===== config.mk =====
export PLATFORM = sky130hd
export DESIGN_NAME = hub75_scan_flat
export DESIGN_NICKNAME = d
export VERILOG_FILES = /design/src/rtl/hub75_scan_if.sv /design/src/rtl/hub75_scan.sv /design/src/flat_wrapper.sv
export SDC_FILE = /design/constraint.sdc
export NUM_CORES = 1
export LEC_CHECK = 0
export ABC_AREA = 1
export CORE_MARGIN = 8
export CORE_UTILIZATION = 28
export CTS_BUF_LIST = sky130_fd_sc_hd__clkbuf_4
export DETAILED_ROUTE_END_ITERATION = 8
export GPL_TIMING_DRIVEN = 0
export SLEW_MARGIN = 40
export SYNTH_ARGS = -nofsm -noshare
export SYNTH_HDL_FRONTEND = slang
export SYNTH_SLANG_ARGS = --single-unit

===== constraint.sdc =====
create_clock -name clk -period 1.6 [get_ports clk]
set_input_delay 0.32 -clock clk [delete_from_list [all_inputs] [get_ports clk]]
set_output_delay 0.32 -clock clk [all_outputs]
set_load 0.05 [all_outputs]

===== src/rtl/hub75_scan_if.sv =====
`default_nettype none
// =============================================================================
// Module   : hub75_scan_if
// Brief    : Handshake bundle between the HUB75 row scan sequencer, the
//            line-buffer filler, the BCM row controller and the framebuffer.
// Revision : 1.0 - initial release
// =============================================================================
interface hub75_scan_if #(
    parameter int N_ROWS     = 32,
    parameter int LOG_N_ROWS = $clog2(N_ROWS)
) ();
    logic                  ctrl_run;
    logic [LOG_N_ROWS-1:0] fill_row;
    logic                  fill_go;
    logic                  fill_rdy;
    logic                  buf_swap;
    logic [LOG_N_ROWS-1:0] bcm_row;
    logic                  bcm_go;
    logic                  bcm_rdy;
    logic                  frame_swap;
    logic                  frame_swap_ack;
    logic [7:0]            frame_cnt;
    logic                  busy;

    // The scan sequencer side.
    modport master (
        input  ctrl_run,
        input  fill_rdy,
        input  bcm_rdy,
        input  frame_swap_ack,
        output fill_row,
        output fill_go,
        output buf_swap,
        output bcm_row,
        output bcm_go,
        output frame_swap,
        output frame_cnt,
        output busy
    );

    // The filler / BCM / framebuffer side.
    modport slave (
        output ctrl_run,
        output fill_rdy,
        output bcm_rdy,
        output frame_swap_ack,
        input  fill_row,
        input  fill_go,
        input  buf_swap,
        input  bcm_row,
        input  bcm_go,
        input  frame_swap,
        input  frame_cnt,
        input  busy
    );
endinterface
`default_nettype wire


===== src/rtl/hub75_scan.sv =====
`default_nettype none
// =============================================================================
// Module   : hub75_scan
// Brief    : HUB75 row scan sequencer; keeps the back line buffer filled one
//            row ahead of the BCM driver. Optional macro
//            HUB75_SCAN_FRAME_SYNC_EN parks FRAME_END until frame_swap_ack.
// Revision : 1.0 - initial release
// =============================================================================
module hub75_scan #(
    parameter int N_ROWS     = 32,
    parameter int LOG_N_ROWS = $clog2(N_ROWS)
) (
    input  logic         clk,
    input  logic         rst_n,
    hub75_scan_if.master bus
);

    if (N_ROWS < 2 || (N_ROWS & (N_ROWS - 1)) != 0) begin : g_param_check
        $error("hub75_scan: N_ROWS must be a power of two and at least 2");
    end

    localparam logic [LOG_N_ROWS-1:0] c_last_row = LOG_N_ROWS'(N_ROWS - 1);
    localparam logic [LOG_N_ROWS-1:0] c_row_one  = LOG_N_ROWS'(1);

    typedef enum logic [2:0] {
        S_IDLE       = 3'd0,
        S_FILL_ISSUE = 3'd1,
        S_WAIT       = 3'd2,
        S_SWAP       = 3'd3,
        S_FRAME_END  = 3'd4,
        S_DRAIN      = 3'd5
    } state_t;

    state_t                r_state;
    state_t                w_state_nxt;
    logic [LOG_N_ROWS-1:0] r_row_fill;
    logic [LOG_N_ROWS-1:0] w_row_fill_nxt;
    logic [LOG_N_ROWS-1:0] r_fill_row;
    logic [LOG_N_ROWS-1:0] r_bcm_row;
    logic [7:0]            r_frame_cnt;
    logic                  r_frame_swap;
    logic                  w_frame_exit;

`ifdef HUB75_SCAN_FRAME_SYNC_EN
    assign w_frame_exit = bus.frame_swap_ack;
`else
    logic w_unused_ack;
    assign w_unused_ack = bus.frame_swap_ack;
    assign w_frame_exit = 1'b1;
`endif

    always_comb begin
        w_state_nxt    = r_state;
        w_row_fill_nxt = r_row_fill;
        case (r_state)
            S_IDLE: begin
                w_row_fill_nxt = '0;
                if (bus.ctrl_run) begin
                    w_state_nxt = S_FILL_ISSUE;
                end
            end
            S_FILL_ISSUE: begin
                w_state_nxt = S_WAIT;
            end
            S_WAIT: begin
                // Join point: filler and BCM may become idle in different cycles.
                if (bus.fill_rdy && bus.bcm_rdy) begin
                    w_state_nxt = S_SWAP;
                end
            end
            S_SWAP: begin
                w_row_fill_nxt = r_row_fill + c_row_one;
                w_state_nxt    = (r_row_fill == c_last_row) ? S_FRAME_END : S_FILL_ISSUE;
            end
            S_FRAME_END: begin
                if (w_frame_exit) begin
                    w_state_nxt = bus.ctrl_run ? S_FILL_ISSUE : S_DRAIN;
                end
            end
            S_DRAIN: begin
                if (bus.bcm_rdy) begin
                    w_state_nxt = S_IDLE;
                end
            end
            default: begin
                w_state_nxt = S_IDLE;
            end
        endcase
    end

    always_ff @(posedge clk or negedge rst_n) begin
        if (!rst_n) begin
            r_state <= S_IDLE;
        end else begin
            r_state <= w_state_nxt;
        end
    end

    // Row addresses are captured on entry to the issuing state so they stay
    // put between pulses instead of following the running row counter.
    always_ff @(posedge clk or negedge rst_n) begin
        if (!rst_n) begin
            r_row_fill   <= '0;
            r_fill_row   <= '0;
            r_bcm_row    <= '0;
            r_frame_cnt  <= 8'd0;
            r_frame_swap <= 1'b0;
        end else begin
            r_row_fill   <= w_row_fill_nxt;
            r_frame_swap <= (w_state_nxt == S_FRAME_END) && (r_state != S_FRAME_END);
            if (w_state_nxt == S_FILL_ISSUE) begin
                r_fill_row <= w_row_fill_nxt;
            end
            if (w_state_nxt == S_SWAP) begin
                r_bcm_row <= r_row_fill;
            end
            if ((r_state == S_FRAME_END) && w_frame_exit) begin
                r_frame_cnt <= r_frame_cnt + 8'd1;
            end
        end
    end

    assign bus.fill_row   = r_fill_row;
    assign bus.fill_go    = (r_state == S_FILL_ISSUE);
    assign bus.buf_swap   = (r_state == S_SWAP);
    assign bus.bcm_row    = r_bcm_row;
    assign bus.bcm_go     = (r_state == S_SWAP);
    assign bus.frame_swap = r_frame_swap;
    assign bus.frame_cnt  = r_frame_cnt;
    assign bus.busy       = (r_state != S_IDLE);

    a_swap_with_go : assert property (@(posedge clk) disable iff (!rst_n)
        bus.buf_swap == bus.bcm_go);

    a_go_needs_both_ready : assert property (@(posedge clk) disable iff (!rst_n)
        ((r_state == S_WAIT) && !(bus.fill_rdy && bus.bcm_rdy)) |=> !bus.bcm_go);

    a_frame_swap_single : assert property (@(posedge clk) disable iff (!rst_n)
        bus.frame_swap |=> !bus.frame_swap);

    a_bcm_row_stable : assert property (@(posedge clk) disable iff (!rst_n)
        !bus.bcm_go |-> $stable(bus.bcm_row));

endmodule
`default_nettype wire

===== src/flat_wrapper.sv =====
// flat-port wrapper written by rule: the top's interface ports become plain ports
module hub75_scan_flat 
#(
    parameter int N_ROWS     = 32,
    parameter int LOG_N_ROWS = $clog2(N_ROWS)
)
  (clk, rst_n, bus_ctrl_run, bus_fill_rdy, bus_bcm_rdy, bus_frame_swap_ack, bus_fill_row, bus_fill_go, bus_buf_swap, bus_bcm_row, bus_bcm_go, bus_frame_swap, bus_frame_cnt, bus_busy);
  hub75_scan_if #(.N_ROWS(N_ROWS), .LOG_N_ROWS(LOG_N_ROWS)) bus_i ();
  input  logic clk;
  input  logic rst_n;
  input wire logic [$bits(bus_i.ctrl_run)-1:0] bus_ctrl_run;
  input wire logic [$bits(bus_i.fill_rdy)-1:0] bus_fill_rdy;
  input wire logic [$bits(bus_i.bcm_rdy)-1:0] bus_bcm_rdy;
  input wire logic [$bits(bus_i.frame_swap_ack)-1:0] bus_frame_swap_ack;
  output wire logic [$bits(bus_i.fill_row)-1:0] bus_fill_row;
  output wire logic [$bits(bus_i.fill_go)-1:0] bus_fill_go;
  output wire logic [$bits(bus_i.buf_swap)-1:0] bus_buf_swap;
  output wire logic [$bits(bus_i.bcm_row)-1:0] bus_bcm_row;
  output wire logic [$bits(bus_i.bcm_go)-1:0] bus_bcm_go;
  output wire logic [$bits(bus_i.frame_swap)-1:0] bus_frame_swap;
  output wire logic [$bits(bus_i.frame_cnt)-1:0] bus_frame_cnt;
  output wire logic [$bits(bus_i.busy)-1:0] bus_busy;
  assign bus_i.ctrl_run = bus_ctrl_run;
  assign bus_i.fill_rdy = bus_fill_rdy;
  assign bus_i.bcm_rdy = bus_bcm_rdy;
  assign bus_i.frame_swap_ack = bus_frame_swap_ack;
  assign bus_fill_row = bus_i.fill_row;
  assign bus_fill_go = bus_i.fill_go;
  assign bus_buf_swap = bus_i.buf_swap;
  assign bus_bcm_row = bus_i.bcm_row;
  assign bus_bcm_go = bus_i.bcm_go;
  assign bus_frame_swap = bus_i.frame_swap;
  assign bus_frame_cnt = bus_i.frame_cnt;
  assign bus_busy = bus_i.busy;
  hub75_scan #(.N_ROWS(N_ROWS), .LOG_N_ROWS(LOG_N_ROWS)) u_core (.clk(clk), .rst_n(rst_n), .bus(bus_i));
endmodule

; Word level (Yosys, flattened, before mapping)
; Index checks and enable logic that the tools add are counted.
[totals]
out_inout_bits = 23
regBits = 27
inputBits = 6
[classes]
n_eq_ne = 10
n_addsub = 2
reduce_logical = 4
n_mux = 7
[ops]
columns = cell, n
row1 = case mux 3 bit (6 select lines), 1
row2 = 2-to-1 mux 3 bit, 5
row3 = case mux 5 bit (2 select lines), 1
row4 = "== test 3 x 2 -> 1 bit, second input constant", 3
row5 = "== test 3 bit, second input constant", 3
row6 = "adder 8 x 1 -> 8 bit, second input constant", 1
row7 = "== test 3 x 1 -> 1 bit, second input constant", 2
row8 = "adder 5 x 1 -> 5 bit, second input constant", 1
row9 = "== test 5 bit, second input constant", 1
row10 = logical NOT 3 bit, 1
row11 = "inequality test 3 bit, second input constant", 1
row12 = nonzero test 3 bit, 1
row13 = logical AND 1 bit, 2

; Depth between registers and ports, before layout
; Gate-level depths: netlist of run 1.
[depth]
depth_word = 5
mapped_depth = 10

; Worst setup path after synthesis of run 1
; Ideal clock, no wire load.
[synth_path]
path_type = reg-to-output
startpoint = register u_core.r_state[0]
endpoint = output port bus_fill_go
arrival_time_ns = 1.345
setup_slack_ns = -0.065
stages_incl_launch_ff = 5
n_path_buf = 0
required_ns = 1.280
cell_sequence = dfrtp_1 -> inv_1 -> nor2_1 -> inv_1 -> nor2_1
[synth_via]
elab_chain_len = 1
[synth_rtl]
columns = item, line
row1 = start: declaration, hub75_scan.sv:34  ; state_t r_state;
row2 = start signal: assignment, hub75_scan.sv:95  ; r_state <= w_state_nxt;
row3 = == test 3 x 1 -> 1 bit, hub75_scan.sv:124  ; assign bus.fill_go = (r_state == S_FILL_ISSUE);
row4 = end: declaration, flat_wrapper.sv:16  ; output wire logic [$bits(bus_i.fill_go)-1:0] bus_fill_go;
; No other way between the ends.

; Worst setup path in the final report of run 1
[layout_path]
startpoint = register u_core.r_state[1]
endpoint = output port bus_busy
[layout_via]
elab_chain_len = 1
[layout_rtl]
columns = item, line
row1 = nonzero test 3 bit, hub75_scan.sv:130  ; assign bus.busy = (r_state != S_IDLE);
row2 = end: declaration, flat_wrapper.sv:22  ; output wire logic [$bits(bus_i.busy)-1:0] bus_busy;
; No other way between the ends.

==> results of run 1 <==
[cell usage in the layout, fill, tap and decap left out, types with 2 or more instances in the layout]
master / Yosys / layout
nand2_1: 42 / 40
clkbuf_2: 0 / 7
inv_1: 16 / 15
inv_2: 1 / 2
buf_6: 0 / 4
o21ai_0: 8 / 8
clkbuf_4: 0 / 4
nor2_4: 2 / 3
buf_8: 0 / 2
nor2_1: 7 / 4
ha_2: 0 / 2
dlygate4sd2_1: 0 / 2
nand3_1: 18 / 18
xor2_1: 3 / 3
buf_4: 1 / 8
clkdlybuf4s50_1: 0 / 3
clkdlybuf4s15_1: 0 / 5
nand4_1: 2 / 2
nand2_2: 3 / 5
xnor2_1: 3 / 3
dfrtp_1: 27 / 24
buf_2: 1 / 2
nor2_2: 1 / 3
dfrtp_2: 0 / 3
nand3_4: 2 / 2
clkdlybuf4s15_2: 0 / 5
[worst max-delay path by stage]
stage                              endpoint  slack, ns                     from
global route                       bus_busy      -0.08        u_core.r_state[1]
finish                             bus_busy      -0.01        u_core.r_state[1]
global placement               bus_buf_swap      -0.40        u_core.r_state[1]
floorplan           u_core.bus.frame_cnt[6]       0.11  u_core.bus.frame_cnt[0]
detailed placement             bus_buf_swap      -0.39        u_core.r_state[1]
CTS                            bus_buf_swap      -0.05        u_core.r_state[1]
[per-layer routing]
metal  GRT usage (%)  up-vias
met5               0        -
met4            4.71        0
met3            2.64        4
met2            12.0       16
met1            9.46      473
li1                -      540
[registers in the layout (all words and copies together) (netlist names)]
name / flops
u_core.bus.frame_swap: 1
u_core.r_row_fill: 5
u_core.bus.bcm_row: 5
u_core.bus.frame_cnt: 8
u_core.bus.fill_row: 5
u_core.r_state: 3
[what timing repair did]
item / 4_1_cts / 5_1_grt
gates resized for setup: 68 / 23
pin swaps: 3 / 6
endpoints found under the setup margin: 28 / 21
setup buffers: 6 / 3
endpoints found under the hold margin: 0 / 0
hold buffers: 0 / 0
[metrics by stage]
| step | setup slack (ns) | utilization, % | std cells |
|---|---|---|---|
| floorplan | 0.107 | - | 144 |
| global placement | -0.399 | 36.9 | 223 |
| detailed placement | -0.392 | 36.8 | 223 |
| CTS | -0.0462 | 39.0 | 233 |
| global route | -0.0804 | 39.3 | 236 |
| finish | -0.0116 | 39.3 | 236 |
[report_power, final]
group          internal [W]  switching, W  leakage [nW]
logic              0.000464      0.000773         0.523
clock network      0.000114      0.000202        0.0184
registers          0.000786     0.0000790         0.366
total               0.00136       0.00105         0.907
[cell type report]
class / instances / area [um2] / area share (%)
Tap cell: 52 / 65.1 / 3.77
Buffer: 2 / 16.3 / 0.943
Multi-Input combinational cell: 98 / 552 / 32.0
Timing Repair Buffer: 36 / 318 / 18.4
Sequential cell: 27 / 679 / 39.4
Clock buffer: 4 / 30.0 / 1.74
Inverter: 17 / 63.8 / 3.70
[synthesized netlist by cell type, drive strengths merged]
cell / number / area, um2
nand4: 2 / 12.5
inv: 17 / 63.8
o21ai: 8 / 40.0
nor2: 10 / 55.1
ha: 3 / 37.5
nor3: 1 / 5.00
or2: 1 / 6.26
buf: 2 / 12.5
nand3b: 1 / 7.51
nand2: 46 / 188
xnor2: 3 / 26.3
nand3: 20 / 125
dfrtp: 27 / 676
xor2: 3 / 26.3
[cell families (layout without fill, tap and decap cells)]
| group | count (synthesis) | in the layout | synth area share (%) |
|---|---|---|---|
| flip-flops | 27 | 27 | 52.7 |
| AND/OR/NAND/NOR | 81 | 81 | 31.2 |
| XOR/XNOR | 6 | 6 | 4.10 |
| buffers and inverters | 19 | 59 | 5.96 |
| adder cells (fa/ha/maj) | 3 | 3 | 2.93 |
| AO/OA/AOI/OAI | 8 | 8 | 3.13 |
==> results.json, run 1 <==
{
  "drtAntennaViolNets": 0,
  "via_count": 1033,
  "io_pins": 29,
  "start_kind": "flip-flop",
  "cp.arrival_ns": 1.29,
  "netlist_instances": 144,
  "nNetsFinal": 194,
  "cts_buffers": 3,
  "drt_iter0_drc": 69,
  "cp.required_ns": 1.28,
  "gr-usage-all-layers_pct": 7.92,
  "cts_tree": "done",
  "cellLeakagePower_nw": 0.907,
  "clockRootBuffer": "clkbuf_4",
  "crit_buf_inv": 2,
  "coreArea_um2": 4380,
  "report.final.slew_viol_count": 0,
  "skew_ns": 0.00704,
  "placed_area_um2": 1610,
  "drt-total-wl_um": 2830,
  "relSlewSlack_pct": 60.1,
  "fin_ws_ns": -0.0116,
  "drcViolationCount": 0,
  "finalWeightedCongestion": 0.710,
  "die_w_um": 83.6,
  "cp.depth": 4,
  "dieArea_um2": 7000,
  "hold_violations": 27,
  "r2r_slack_ns": 0.11,
  "rows": 24,
  "htree_levels": 1,
  "ys_seq_elements": 27,
  "die_height_um": 83.6,
  "avgSynthCellArea_um2": 8.90,
  "n_fill_cell": 443,
  "slowest_stage": "dfrtp_2",
  "worst_pin_slew_ns": 0.598,
  "path_clk_slew_ns": 0.15,
  "grt_max_degree": 28,
  "maxCapViolCount": 0,
  "grt_pass1_wl_um": 4650,
  "fmax_mhz": 620,
  "firstDrtPassIters": 4,
  "yosys.cell_types.count": 21,
  "r2r-end": "u_core.bus.fill_row[0]",
  "totalPowerFinal_w": 0.00242,
  "synth_fp_nets": 153,
  "m1WireLength_um": 1280,
  "vdd_drop_max_v": 0.000558,
  "layout_min_cycle_time_ns": 1.61,
  "finalCritPeriodShare_pct": 101,
  "antenna_found_initial": 0,
  "grt_pass1_vias": 978,
  "final_area_um2": 1720,
  "outcome": "finished, violations left",
  "wl_met3_um": 159,
  "seq_area_frac_synth_pct": 52.7,
  "antenna_cells": 0,
  "cp_max_fo": 4,
  "rsz0062_at_grt": "true",
  "tns_ns": -0.0116,
  "cellPowerDensity_nw_per_um2": 1400,
  "drive_above_1_share_pct": 29.3,
  "highest_layer": "met4",
  "clock_sinks": 27,
  "hpwlAfterDp_um": 2000,
  "start_util_pct": 29.2,
  "wl_per_cell_um": 12.0,
  "hold-worst-slack_ns": -0.0263,
  "numPortBuffers": 27,
  "hp-class": "input port to async pin",
  "critical_path_class": "flip-flop to primary output",
  "rr_startpoint": "u_core.r_row_fill[1]",
  "setup_viol": 1,
  "crit_family": "flip-flops",
  "overflow": 0,
  "clk_latency_ns": 0.32,
  "synthesis.area_um2": 1280,
  "max_stage_delay_ns": 0.47,
  "avgViaCountPerCell": 4.38,
  "clockBufferDepth": 2,
  "violations": "hold timing, setup timing",
  "r2r_cells": 10,
  "dr_wl_met2_um": 1340,
  "path_cells": "buf_4 > nor2_4 > nand2_2 > buf_8",
  "ys_warn_count": 0,
  "cp-end-kind": "primary output",
  "areaGrowthSynthToFinish_pct": 34.6
}
Note: power is estimated with default switching activity, not from simulation.
==> inputs of run 2 (changes only) <==
- CAP_MARGIN: default -> 20
- GPL_ROUTABILITY_DRIVEN: default -> 0
==> results of run 2 <==
No change in the layout: final DEF, timing and power equal those of run 1.
